**config.mk**
```make
export PLATFORM = sky130hd
export DESIGN_NAME = pipeline_3_memaccess
export DESIGN_NICKNAME = d
export VERILOG_FILES = /design/src/rtl/kl_pipe_pkg.sv /design/src/rtl/mem_wait_timer.sv /design/src/rtl/pipeline_3_memaccess.sv
export SDC_FILE = /design/constraint.sdc
export NUM_CORES = 1
export LEC_CHECK = 0
export ABC_CLOCK_PERIOD_IN_PS = 2200
export CAP_MARGIN = 20
export CORE_ASPECT_RATIO = 0.6
export CORE_MARGIN = 2
export CORE_UTILIZATION = 39
export CTS_CLUSTER_SIZE = 40
export DETAILED_ROUTE_END_ITERATION = 7
export HOLD_SLACK_MARGIN = 0.1
export PLACE_DENSITY = 0.8
export SYNTH_ARGS = -nofsm -noshare
export SYNTH_HDL_FRONTEND = slang
export SYNTH_SLANG_ARGS = --single-unit
```
**constraint.sdc**
```tcl
create_clock -name clk -period 2.2 [get_ports clk]
set_input_delay 0.22 -clock clk [delete_from_list [all_inputs] [get_ports clk]]
set_output_delay 0.22 -clock clk [all_outputs]
set_load 0.005 [all_outputs]
```
**src/rtl/kl_pipe_pkg.sv**
```systemverilog
// Shared pipeline definitions: control-word layout, memory opcodes and the
// memory-access stage FSM state type.
package kl_pipe_pkg;

  localparam int unsigned CTRL_W = 22;
  localparam int unsigned DATA_W = 16;
  localparam int unsigned OP_W   = 3;

  localparam logic [OP_W-1:0] OP_LDR = 3'b011;
  localparam logic [OP_W-1:0] OP_STR = 3'b100;

  typedef enum logic {
    ST_IDLE = 1'b0,
    ST_WAIT = 1'b1
  } memacc_state_t;

  function automatic logic is_mem_op(input logic [OP_W-1:0] op);
    return (op == OP_LDR) || (op == OP_STR);
  endfunction

endpackage

```
**src/rtl/mem_wait_timer.sv**
```systemverilog
// Saturating wait-cycle counter for the memory-access stage, with a
// terminal-count flag at WAIT_MAX.
module mem_wait_timer #(
  parameter int unsigned WAIT_MAX = 15
) (
  input  logic clk,
  input  logic rst,
  input  logic start,
  input  logic run,
  input  logic clear,
  output logic tc_c
);

  localparam int unsigned CNT_W = $clog2(WAIT_MAX + 1);

  logic [CNT_W-1:0] cnt_q;
  logic [CNT_W-1:0] cnt_d;

  // Load 1 on entry to WAIT, count while waiting, never pass WAIT_MAX.
  always_comb begin
    cnt_d = cnt_q;
    tc_c  = (cnt_q == CNT_W'(WAIT_MAX));
    if (clear) begin
      cnt_d = '0;
    end else if (start) begin
      cnt_d = CNT_W'(1);
    end else if (run && !tc_c) begin
      cnt_d = cnt_q + CNT_W'(1);
    end
  end

  always_ff @(posedge clk) begin
    if (rst) begin
      cnt_q <= '0;
    end else begin
      cnt_q <= cnt_d;
    end
  end

endmodule

```
**src/rtl/pipeline_3_memaccess.sv**
```systemverilog
// Memory-access pipeline stage: issues LDR/STR to a sync RAM, stalls upstream
// while the RAM is not ready, and abandons an access after WAIT_MAX cycles.
module pipeline_3_memaccess
  import kl_pipe_pkg::*;
#(
  parameter int unsigned WAIT_MAX = 15
) (
  input  logic              clk,
  input  logic              rst,
  input  logic [CTRL_W-1:0] control_in,
  input  logic [DATA_W-1:0] result_in,
  input  logic [DATA_W-1:0] storedata_in,
  input  logic              mem_ready,
  output logic [CTRL_W-1:0] control_out,
  output logic [DATA_W-1:0] result_out,
  output logic [DATA_W-1:0] mem_addr,
  output logic [DATA_W-1:0] mem_wdata,
  output logic              mem_read,
  output logic              mem_write,
  output logic              stall_out,
  output logic              bus_error
);

  logic [CTRL_W-1:0] ctrl_q, ctrl_d;
  logic [DATA_W-1:0] result_q, result_d;
  logic [DATA_W-1:0] sdata_q, sdata_d;
  memacc_state_t     state_q, state_d;
  logic              berr_q, berr_d;

  logic [OP_W-1:0] op;
  logic            is_ldr;
  logic            is_str;
  logic            mem_op;
  logic            abort;
  logic            complete;
  logic            tmr_start;
  logic            tmr_run;
  logic            tmr_clear;
  logic            tmr_tc_c;

  mem_wait_timer #(
    .WAIT_MAX (WAIT_MAX)
  ) u_wait_timer (
    .clk   (clk),
    .rst   (rst),
    .start (tmr_start),
    .run   (tmr_run),
    .clear (tmr_clear),
    .tc_c  (tmr_tc_c)
  );

  // Strobes, completion, stall and next state all derive from the held op.
  always_comb begin
    op        = ctrl_q[CTRL_W-1 -: OP_W];
    is_ldr    = (op == OP_LDR);
    is_str    = (op == OP_STR);
    mem_op    = is_mem_op(op);
    abort     = (state_q == ST_WAIT) && tmr_tc_c && !mem_ready;

    mem_read  = is_ldr && !abort;
    mem_write = is_str && !abort;
    mem_addr  = result_q;
    mem_wdata = sdata_q;

    complete  = mem_op ? ((mem_read || mem_write) && mem_ready) : 1'b1;
    stall_out = mem_op && !complete && !abort;

    control_out = complete ? ctrl_q : '0;
    result_out  = result_q;
    bus_error   = berr_q;

    state_d   = state_q;
    tmr_start = 1'b0;
    tmr_run   = 1'b0;
    tmr_clear = 1'b0;
    unique case (state_q)
      ST_IDLE: begin
        if (mem_op && !mem_ready) begin
          state_d   = ST_WAIT;
          tmr_start = 1'b1;
        end
      end
      ST_WAIT: begin
        if (complete || abort) begin
          state_d   = ST_IDLE;
          tmr_clear = 1'b1;
        end else begin
          tmr_run = 1'b1;
        end
      end
      default: state_d = ST_IDLE;
    endcase

    berr_d   = berr_q | abort;
    ctrl_d   = stall_out ? ctrl_q   : control_in;
    result_d = stall_out ? result_q : result_in;
    sdata_d  = stall_out ? sdata_q  : storedata_in;
  end

  always_ff @(posedge clk) begin
    if (rst) begin
      ctrl_q   <= '0;
      result_q <= '0;
      sdata_q  <= '0;
      state_q  <= ST_IDLE;
      berr_q   <= 1'b0;
    end else begin
      ctrl_q   <= ctrl_d;
      result_q <= result_d;
      sdata_q  <= sdata_d;
      state_q  <= state_d;
      berr_q   <= berr_d;
    end
  end

endmodule

```
==> impl_table.tex, run 1 <==
\begin{tabular}{lr}
\hline
Metric & Value \\
\hline
\multicolumn{2}{l}{\textbf{Status}} \\
Outcome & complete, no violations \\
\multicolumn{2}{l}{\textbf{STA}} \\
Final Hold Viols & 0 \\
F\_max & 0.456 GHz \\
Number of failing setup endpoints in the final timing report & 0 \\
Relative slew margins & 58.6\% \\
Post-route minimum period & 2.19 ns \\
Setup TNS & 0 ns \\
Unrepaired setup endpoints after global routing & yes \\
Worst clock skew on the final layout & 0.00680 ns \\
Transition time at the pin with the least slew margin & 0.621 ns \\
Final Max Slew Viols & 0 \\
Final worst path period share & 99.7\% \\
\multicolumn{2}{l}{\textbf{Routing}} \\
Total routed wirelength & 6110 µm \\
Drc violations & 0 \\
Antenna violation net count after detailed routing & 0 \\
Highest routed metal layer & met4 \\
WL per Instance & 13.3 µm \\
Length of the first detailed-routing pass in iterations & 4 \\
Initial DRC count & 98 \\
Met2 wirelength from detailed routing & 2670 µm \\
Via-to-Cell Ratio & 4.66 \\
Routed length on met1 & 2630 µm \\
Vias post-DR & 2132 \\
Met3 layer wire length in the routed design & 724 µm \\
\multicolumn{2}{l}{\textbf{Flow run}} \\
Max-cap violation count & 0 \\
\multicolumn{2}{l}{\textbf{Floorplanning}} \\
Initial core utilization & 40.5\% \\
Count of standard-cell rows & 22 \\
Floorplan die area & 7040 µm² \\
Standard cell core area & 6140 µm² \\
Top-level port count & 131 \\
Die width & 107 µm \\
Die Y & 65.8 µm \\
\multicolumn{2}{l}{\textbf{Placement}} \\
Instance area at placement & 3760 µm² \\
Post-DP HPWL & 4340 µm \\
Post-placement cell count & 440 \\
Number of buffers inserted by port buffering & 130 \\
Gpl congestion & 0.765 \\
\multicolumn{2}{l}{\textbf{GRT}} \\
Initial antenna violation count & 0 \\
Global-route wire length before repair & 9830 µm \\
Pin count of the biggest net entering global routing & 33 \\
Global router's overall resource usage & 18.2\% \\
Vias in the first global route & 2065 \\
Overflow after GRT & 0 \\
\multicolumn{2}{l}{\textbf{Worst setup path}} \\
Crit path max fanout & 15 \\
Crit path kind & flip-flop to output pin \\
Arrival time at the worst endpoint & 1.97 ns \\
Worst setup SP type & flip-flop \\
Sort of element at the end of the critical path & output pin \\
Worst EP required & 1.98 ns \\
\multicolumn{2}{l}{\textbf{Finish}} \\
P\&R area growth vs syn & 61.5\% \\
Antenna diodes & 0 \\
Post-layout net count & 427 \\
Post-route standard cell area excluding fillers & 4010 µm² \\
Final Non-Filler Cells & 458 \\
Fill cells & 511 \\
Share of the core filled with cells in the final layout & 65.3\% \\
Share of layout cells above drive strength 1 & 8.02\% \\
\multicolumn{2}{l}{\textbf{Yosys}} \\
Syn. warnings & 0 \\
Seq/Total Area, Yosys & 48.4\% \\
Total of flip-flops plus latches after synthesis & 60 \\
Post-synth net total & 311 \\
Number of unique standard cell types used by synthesis & 23 \\
Post-Synthesis Cells & 253 \\
Synthesized area divided by synthesized cell count & 9.82 µm² \\
Synth Cell Area & 2480 µm² \\
\multicolumn{2}{l}{\textbf{Clocking}} \\
Clock slew at the register clock pins of the worst setup and hold paths & 0.07 ns \\
Number of H-tree branching levels & 3 \\
Maximum clock insertion buffer count & 2 \\
Inserted Clock Buffers & 9 \\
Master cell of the clock root buffer & sky130\_fd\_sc\_hd\_\_clkbuf\_8 \\
Later-pin clock latency in the skew report & 0.33 ns \\
Clock tree from TritonCTS & built \\
Clock sink total & 60 \\
\multicolumn{2}{l}{\textbf{Power and ir drop}} \\
Power density over the cells & 685 nW/µm² \\
Worst IR drop on VDD & 0.370 mV \\
Leakage dissipation & 1.55 nW \\
\multicolumn{2}{l}{\textbf{Hold path}} \\
Worst min-delay path category & input pin to flip-flop \\
\hline
\end{tabular}
==> power breakdown <==
part / switching [mW] / internal [mW]
Combinational: 0.159 / 0.314
Clock: 0.409 / 0.668
Sequential: 0.0412 / 1.16
==> metrics by stage <==
step           setup WS, ns  hold slack [ns]  power [mW]
2_1_floorplan         0.406            0.364        1.41
3_3_place_gp          0.246            0.456        1.68
3_5_place_dp          0.250            0.463        1.69
4_1_cts             -0.0213            0.386        2.78
5_1_grt             -0.0694            0.412        2.89
6_report            0.00595            0.386        2.75
==> routing by layer <==
layer	vias to the layer above	GRT usage (%)
met5	-	0
met2	103	28.5
met3	7	9.46
met4	0	7.31
met1	970	21.3
li1	1052	-
==> what timing repair did <==
| action | CTS | global route |
|---|---|---|
| pin swaps | 0 | 1 |
| gates cloned | 0 | 1 |
| hold buffers | 0 | 0 |
| buffers inserted | 0 | 1 |
| endpoints found under the setup margin | 23 | 14 |
| resized for setup | 12 | 0 |
==> registers in the layout, indices dropped and copies added (netlist names) <==
register            count
ctrl_q                 22
u_wait_timer.cnt_q      4
bus_error               1
mem_addr               16
state_q                 1
mem_wdata              16
==> Yosys cell counts, drive strengths merged <==
| cell type | number | area share [%] |
|---|---|---|
| nor2 | 61 | 9.2 |
| dfxtp | 60 | 48 |
| mux2i | 53 | 21 |
| nor2b | 23 | 5.8 |
| buf | 22 | 6.6 |
| clkbuf | 11 | 1.7 |
| a21oi | 3 | 0.60 |
| or3b | 3 | 1.1 |
| a211oi | 2 | 1.0 |
| nand3 | 2 | 0.40 |
| nand4 | 2 | 0.50 |
| nand4b | 2 | 0.71 |
| o21ai | 2 | 0.40 |
| a2bb2oi | 1 | 0.35 |
| a31oi | 1 | 0.25 |
| and3 | 1 | 0.25 |
| and4 | 1 | 0.35 |
| ha | 1 | 0.50 |
| nand2b | 1 | 0.25 |
| nand3b | 1 | 0.30 |
==> cells by family after synthesis <==
family | synth area share, %
simple gates | 18.8
buf+inv | 8.31
fa+ha+maj | 0.504
mux | 21.4
flops | 48.4
compound gates | 2.62
==> cells in the final DEF, fill, tap and decap left out, types with 5 or more instances in the layout <==
cell / Yosys / routed
sky130_fd_sc_hd__buf_4: 17 / 5
sky130_fd_sc_hd__clkdlybuf4s50_1: 0 / 120
sky130_fd_sc_hd__clkbuf_8: 0 / 10
sky130_fd_sc_hd__nor2_1: 61 / 61
sky130_fd_sc_hd__mux2i_1: 53 / 53
sky130_fd_sc_hd__dfxtp_1: 60 / 59
sky130_fd_sc_hd__dlygate4sd2_1: 0 / 9
sky130_fd_sc_hd__nor2b_1: 23 / 23
==> worst max-delay path, cell delays in order, from the launching register on <==
cell                              delay (ns)
sky130_fd_sc_hd__dfxtp_2                0.36
sky130_fd_sc_hd__or3b_4                 0.42
sky130_fd_sc_hd__a21oi_4                0.20
sky130_fd_sc_hd__buf_12                 0.16
sky130_fd_sc_hd__nor2b_1                0.06
sky130_fd_sc_hd__clkdlybuf4s50_1        0.44
==> cell type report <==
| class | instances | area [µm²] | area share (%) |
|---|---|---|---|
| Timing Repair Buffer | 138 | 1390 | 34.6 |
| Sequential cell | 60 | 1200 | 30.0 |
| Multi-Input combinational cell | 160 | 1100 | 27.4 |
| Clock buffer | 12 | 145 | 3.62 |
| Tap cell | 84 | 105 | 2.62 |
| Clock inverter | 4 | 72.6 | 1.81 |
==> path summary, 6_finish.rpt <==
path,from,end,slack [ns],cells after the start
setup / recovery,ctrl_q[20],control_out[18],0.006,5
hold / removal,rst,ctrl_q[12],0.39,2
setup reg to reg,u_wait_timer.cnt_q[0],mem_wdata[10],0.29,6
hold reg to reg,bus_error,bus_error,0.47,2
Note: power is estimated with default switching activity, not from simulation.
==> inputs of run 2 (changes only) <==
CORE_MARGIN = unset   (was 2)
HOLD_SLACK_MARGIN = 0.06   (was 0.1)
SKIP_LAST_GASP = 1   (was unset)
==> impl_table.tex, run 2 (same netlist as run 1, synthesis figures left out) <==
\begin{tabular}{lr}
\hline
Metric & Value \\
\hline
\multicolumn{2}{l}{\textbf{Placement}} \\
Gpl congestion & 0.699 (-8.7\%) \\
Post-placement cell count & 440 (unchanged) \\
Pre-CTS WS & 0.245 ns (-0.00514 ns) \\
Post-DP HPWL & 4030 µm (-7.0\%) \\
Number of buffers inserted by port buffering & 130 (unchanged) \\
Instance area at placement & 3730 µm² (-0.67\%) \\
\multicolumn{2}{l}{\textbf{Finish}} \\
Share of layout cells above drive strength 1 & 9.47\% (+1.5 points) \\
Most frequent standard cell in the layout excluding fill and tap cells & sky130\_fd\_sc\_hd\_\_clkdlybuf4s50\_1 \\
Largest register by flop count & ctrl\_q \\
Antenna diodes & 0 (unchanged) \\
Final Non-Filler Cells & 464 (+1.3\%) \\
Post-route standard cell area excluding fillers & 3990 µm² (-0.59\%) \\
Storage cell area & 1210 µm² (+0.31\%) \\
Share of the core filled with cells in the final layout & 64.9\% (-0.39 points) \\
Fill cells & 527 (+3.1\%) \\
P\&R area growth vs syn & 60.5\% \\
Post-layout net count & 434 (+1.6\%) \\
Max reg flops & 22 (unchanged) \\
Most frequent cells in the layout & sky130\_fd\_sc\_hd\_\_clkdlybuf4s50\_1, sky130\_fd\_sc\_hd\_\_nor2\_1, sky130\_fd\_sc\_hd\_\_dfxtp\_1 \\
Multi-input combinational cell area & 1100 µm² (unchanged) \\
\multicolumn{2}{l}{\textbf{Floorplanning}} \\
Top-level port count & 131 (unchanged) \\
Count of standard-cell rows & 22 (unchanged) \\
Die width & 105 µm (-1.9\%) \\
Standard cell core area & 6140 µm² (unchanged) \\
Floorplan die area & 6700 µm² (-4.9\%) \\
Initial core utilization & 40.5\% (unchanged) \\
Die Y & 63.8 µm (-3.0\%) \\
\multicolumn{2}{l}{\textbf{Worst setup path}} \\
Worst EP required & 1.98 ns (about the same) \\
Launching point of the worst reg2reg path & u\_wait\_timer.cnt\_q[0] \\
Crit path max fanout & 9 (-6) \\
Length in cells of the worst reg-to-reg path & 6 (unchanged) \\
Worst setup SP type & flip-flop \\
Register-to-register setup slack & 0.27 ns (-0.02 ns) \\
Arrival time at the worst endpoint & 1.95 ns (-0.02 ns) \\
Sort of element at the end of the critical path & output pin \\
Reg-to-reg endpoint & mem\_wdata[3] \\
Crit path kind & flip-flop to output pin \\
\multicolumn{2}{l}{\textbf{STA}} \\
Final worst path period share & 98.7\% (-1.0 points) \\
F\_max & 0.461 GHz (+1.0\%) \\
Final critical-path setup slack & 0.0285 ns (+0.0225 ns) \\
Number of failing setup endpoints in the final timing report & 0 (unchanged) \\
Worst clock skew on the final layout & 0.0112 ns (+0.00439 ns) \\
Unrepaired setup endpoints after global routing & yes \\
Post-route minimum period & 2.17 ns (-0.0225 ns) \\
Final Max Slew Viols & 0 (unchanged) \\
Relative slew margins & 57.6\% (-0.96 points) \\
Transition time at the pin with the least slew margin & 0.636 ns (+0.0144 ns) \\
Final Hold Viols & 0 (unchanged) \\
\multicolumn{2}{l}{\textbf{Power and ir drop}} \\
Worst IR drop on VDD & 0.362 mV (-2.1\%) \\
Power density over the cells & 617 nW/µm² (-9.9\%) \\
Leakage dissipation & 1.62 nW (+4.4\%) \\
\multicolumn{2}{l}{\textbf{GRT}} \\
Global router's overall resource usage & 19.0\% (+0.71 points) \\
Overflow after GRT & 0 (unchanged) \\
Initial antenna violation count & 0 (unchanged) \\
Global-route wire length before repair & 9770 µm (-0.56\%) \\
Global-route met3 utilization & 11.9\% (+2.5 points) \\
Global-route layer with the greatest usage & met2 \\
Vias in the first global route & 2063 (-0.097\%) \\
Met2 global-route usage & 29.1\% (+0.66 points) \\
Pin count of the biggest net entering global routing & 61 (+85\%) \\
Met1 GRT Util & 22.3\% (+1.0 points) \\
\multicolumn{2}{l}{\textbf{Routing}} \\
Total routed wirelength & 6060 µm (-0.67\%) \\
Vias post-DR & 2151 (+0.89\%) \\
Via-to-Cell Ratio & 4.64 (-0.41\%) \\
Antenna violation net count after detailed routing & 0 (unchanged) \\
Drc violations & 0 (unchanged) \\
Initial DRC count & 58 (-41\%) \\
Length of the first detailed-routing pass in iterations & 4 (unchanged) \\
WL per Instance & 13.1 µm (-2.0\%) \\
\multicolumn{2}{l}{\textbf{Hold path}} \\
Start point of the worst hold path & bus\_error \\
Hold path depth & 2 (unchanged) \\
Worst hold endpoint & bus\_error \\
Worst min-delay path category & flip-flop to flip-flop \\
\multicolumn{2}{l}{\textbf{Clocking}} \\
Clock sink total & 60 (unchanged) \\
Number of H-tree branching levels & 3 (unchanged) \\
Maximum clock insertion buffer count & 2 (unchanged) \\
Clock tree from TritonCTS & built \\
Clock slew at the register clock pins of the worst setup and hold paths & 0.07 ns (about the same) \\
Inserted Clock Buffers & 9 (unchanged) \\
Number of buffers added to fix hold violations after cts & 0 (unchanged) \\
Master cell of the clock root buffer & sky130\_fd\_sc\_hd\_\_clkbuf\_8 \\
Later-pin clock latency in the skew report & 0.33 ns (about the same) \\
\multicolumn{2}{l}{\textbf{Flow run}} \\
Max-cap violation count & 0 (unchanged) \\
\multicolumn{2}{l}{\textbf{Status}} \\
Outcome & complete, no violations \\
\hline
\end{tabular}
[run 2: changes by cell type in the layout (fill, tap and decap cells not counted), moves of 2 or more]
cell / delta
sky130_fd_sc_hd__buf_12: -2
sky130_fd_sc_hd__bufinv_16: -2
sky130_fd_sc_hd__buf_6: +2
sky130_fd_sc_hd__clkdlybuf4s50_1: -3
sky130_fd_sc_hd__dlygate4sd2_1: -2
sky130_fd_sc_hd__buf_4: +7
sky130_fd_sc_hd__dlymetal6s2s_1: +5
sky130_fd_sc_hd__clkinv_2: +2
[run 2: stage by stage]
stage          total power [mW]  TNS [ns]  hold slack (ns)
2_1_floorplan              1.41         0            0.364
3_3_place_gp               1.68         0            0.456
3_5_place_dp               1.68         0            0.466
4_1_cts                    2.49    -0.192            0.477
5_1_grt                    2.60    -0.447            0.484
6_report                   2.46         0            0.488
[run 2: area by class of cell]
cell class	count	share of cell area, %
clock buffers	12	3.39
clock inverters	3	0.377
multi-input cells	160	27.5
flip-flops and latches	60	30.3
well taps	84	2.64
repair buffers	145	35.8
[run 2: routing by layer]
metal | part of all wire [%] | vias to the layer above | wire length (µm)
li1 | - | 1071 | -
met1 | 45 | 981 | 2730
met2 | 42 | 94 | 2570
met3 | 12 | 5 | 734
met4 | 0.48 | 0 | 29
met5 | 0 | - | 0
[run 2: power by group]
| part | internal, mW | switching (mW) | total [mW] |
|---|---|---|---|
| Combinational | 0.317 | 0.161 | 0.478 |
| Clock | 0.397 | 0.389 | 0.787 |
| Sequential | 1.15 | 0.0392 | 1.19 |
| Total | 1.87 | 0.589 | 2.46 |
[run 2: worst max-delay path by stage]
stage / from / to / cells past startpoint
floorplan: ctrl_q[20] / control_out[10] / 5
global placement: mem_ready / control_out[7] / 5
detailed placement: ctrl_q[20] / mem_wdata[3] / 5
CTS: ctrl_q[20] / control_out[3] / 5
global route: ctrl_q[19] / control_out[3] / 5
finish: ctrl_q[19] / control_out[3] / 5
[run 2: critical path: stages, from the launching register on]
cell                              delay [ns]
sky130_fd_sc_hd__dfxtp_2                0.33
sky130_fd_sc_hd__or3b_4                 0.43
sky130_fd_sc_hd__a21oi_4                0.21
sky130_fd_sc_hd__buf_8                  0.16
sky130_fd_sc_hd__nor2b_1                0.05
sky130_fd_sc_hd__clkdlybuf4s50_1        0.44
[run 2: repair_timing]
item / in CTS / in global routing
gates cloned: 1 / 0
endpoints found under the setup margin: 23 / 17
setup buffers: 4 / 4
resized for setup: 15 / 7
pin swaps: 1 / 1
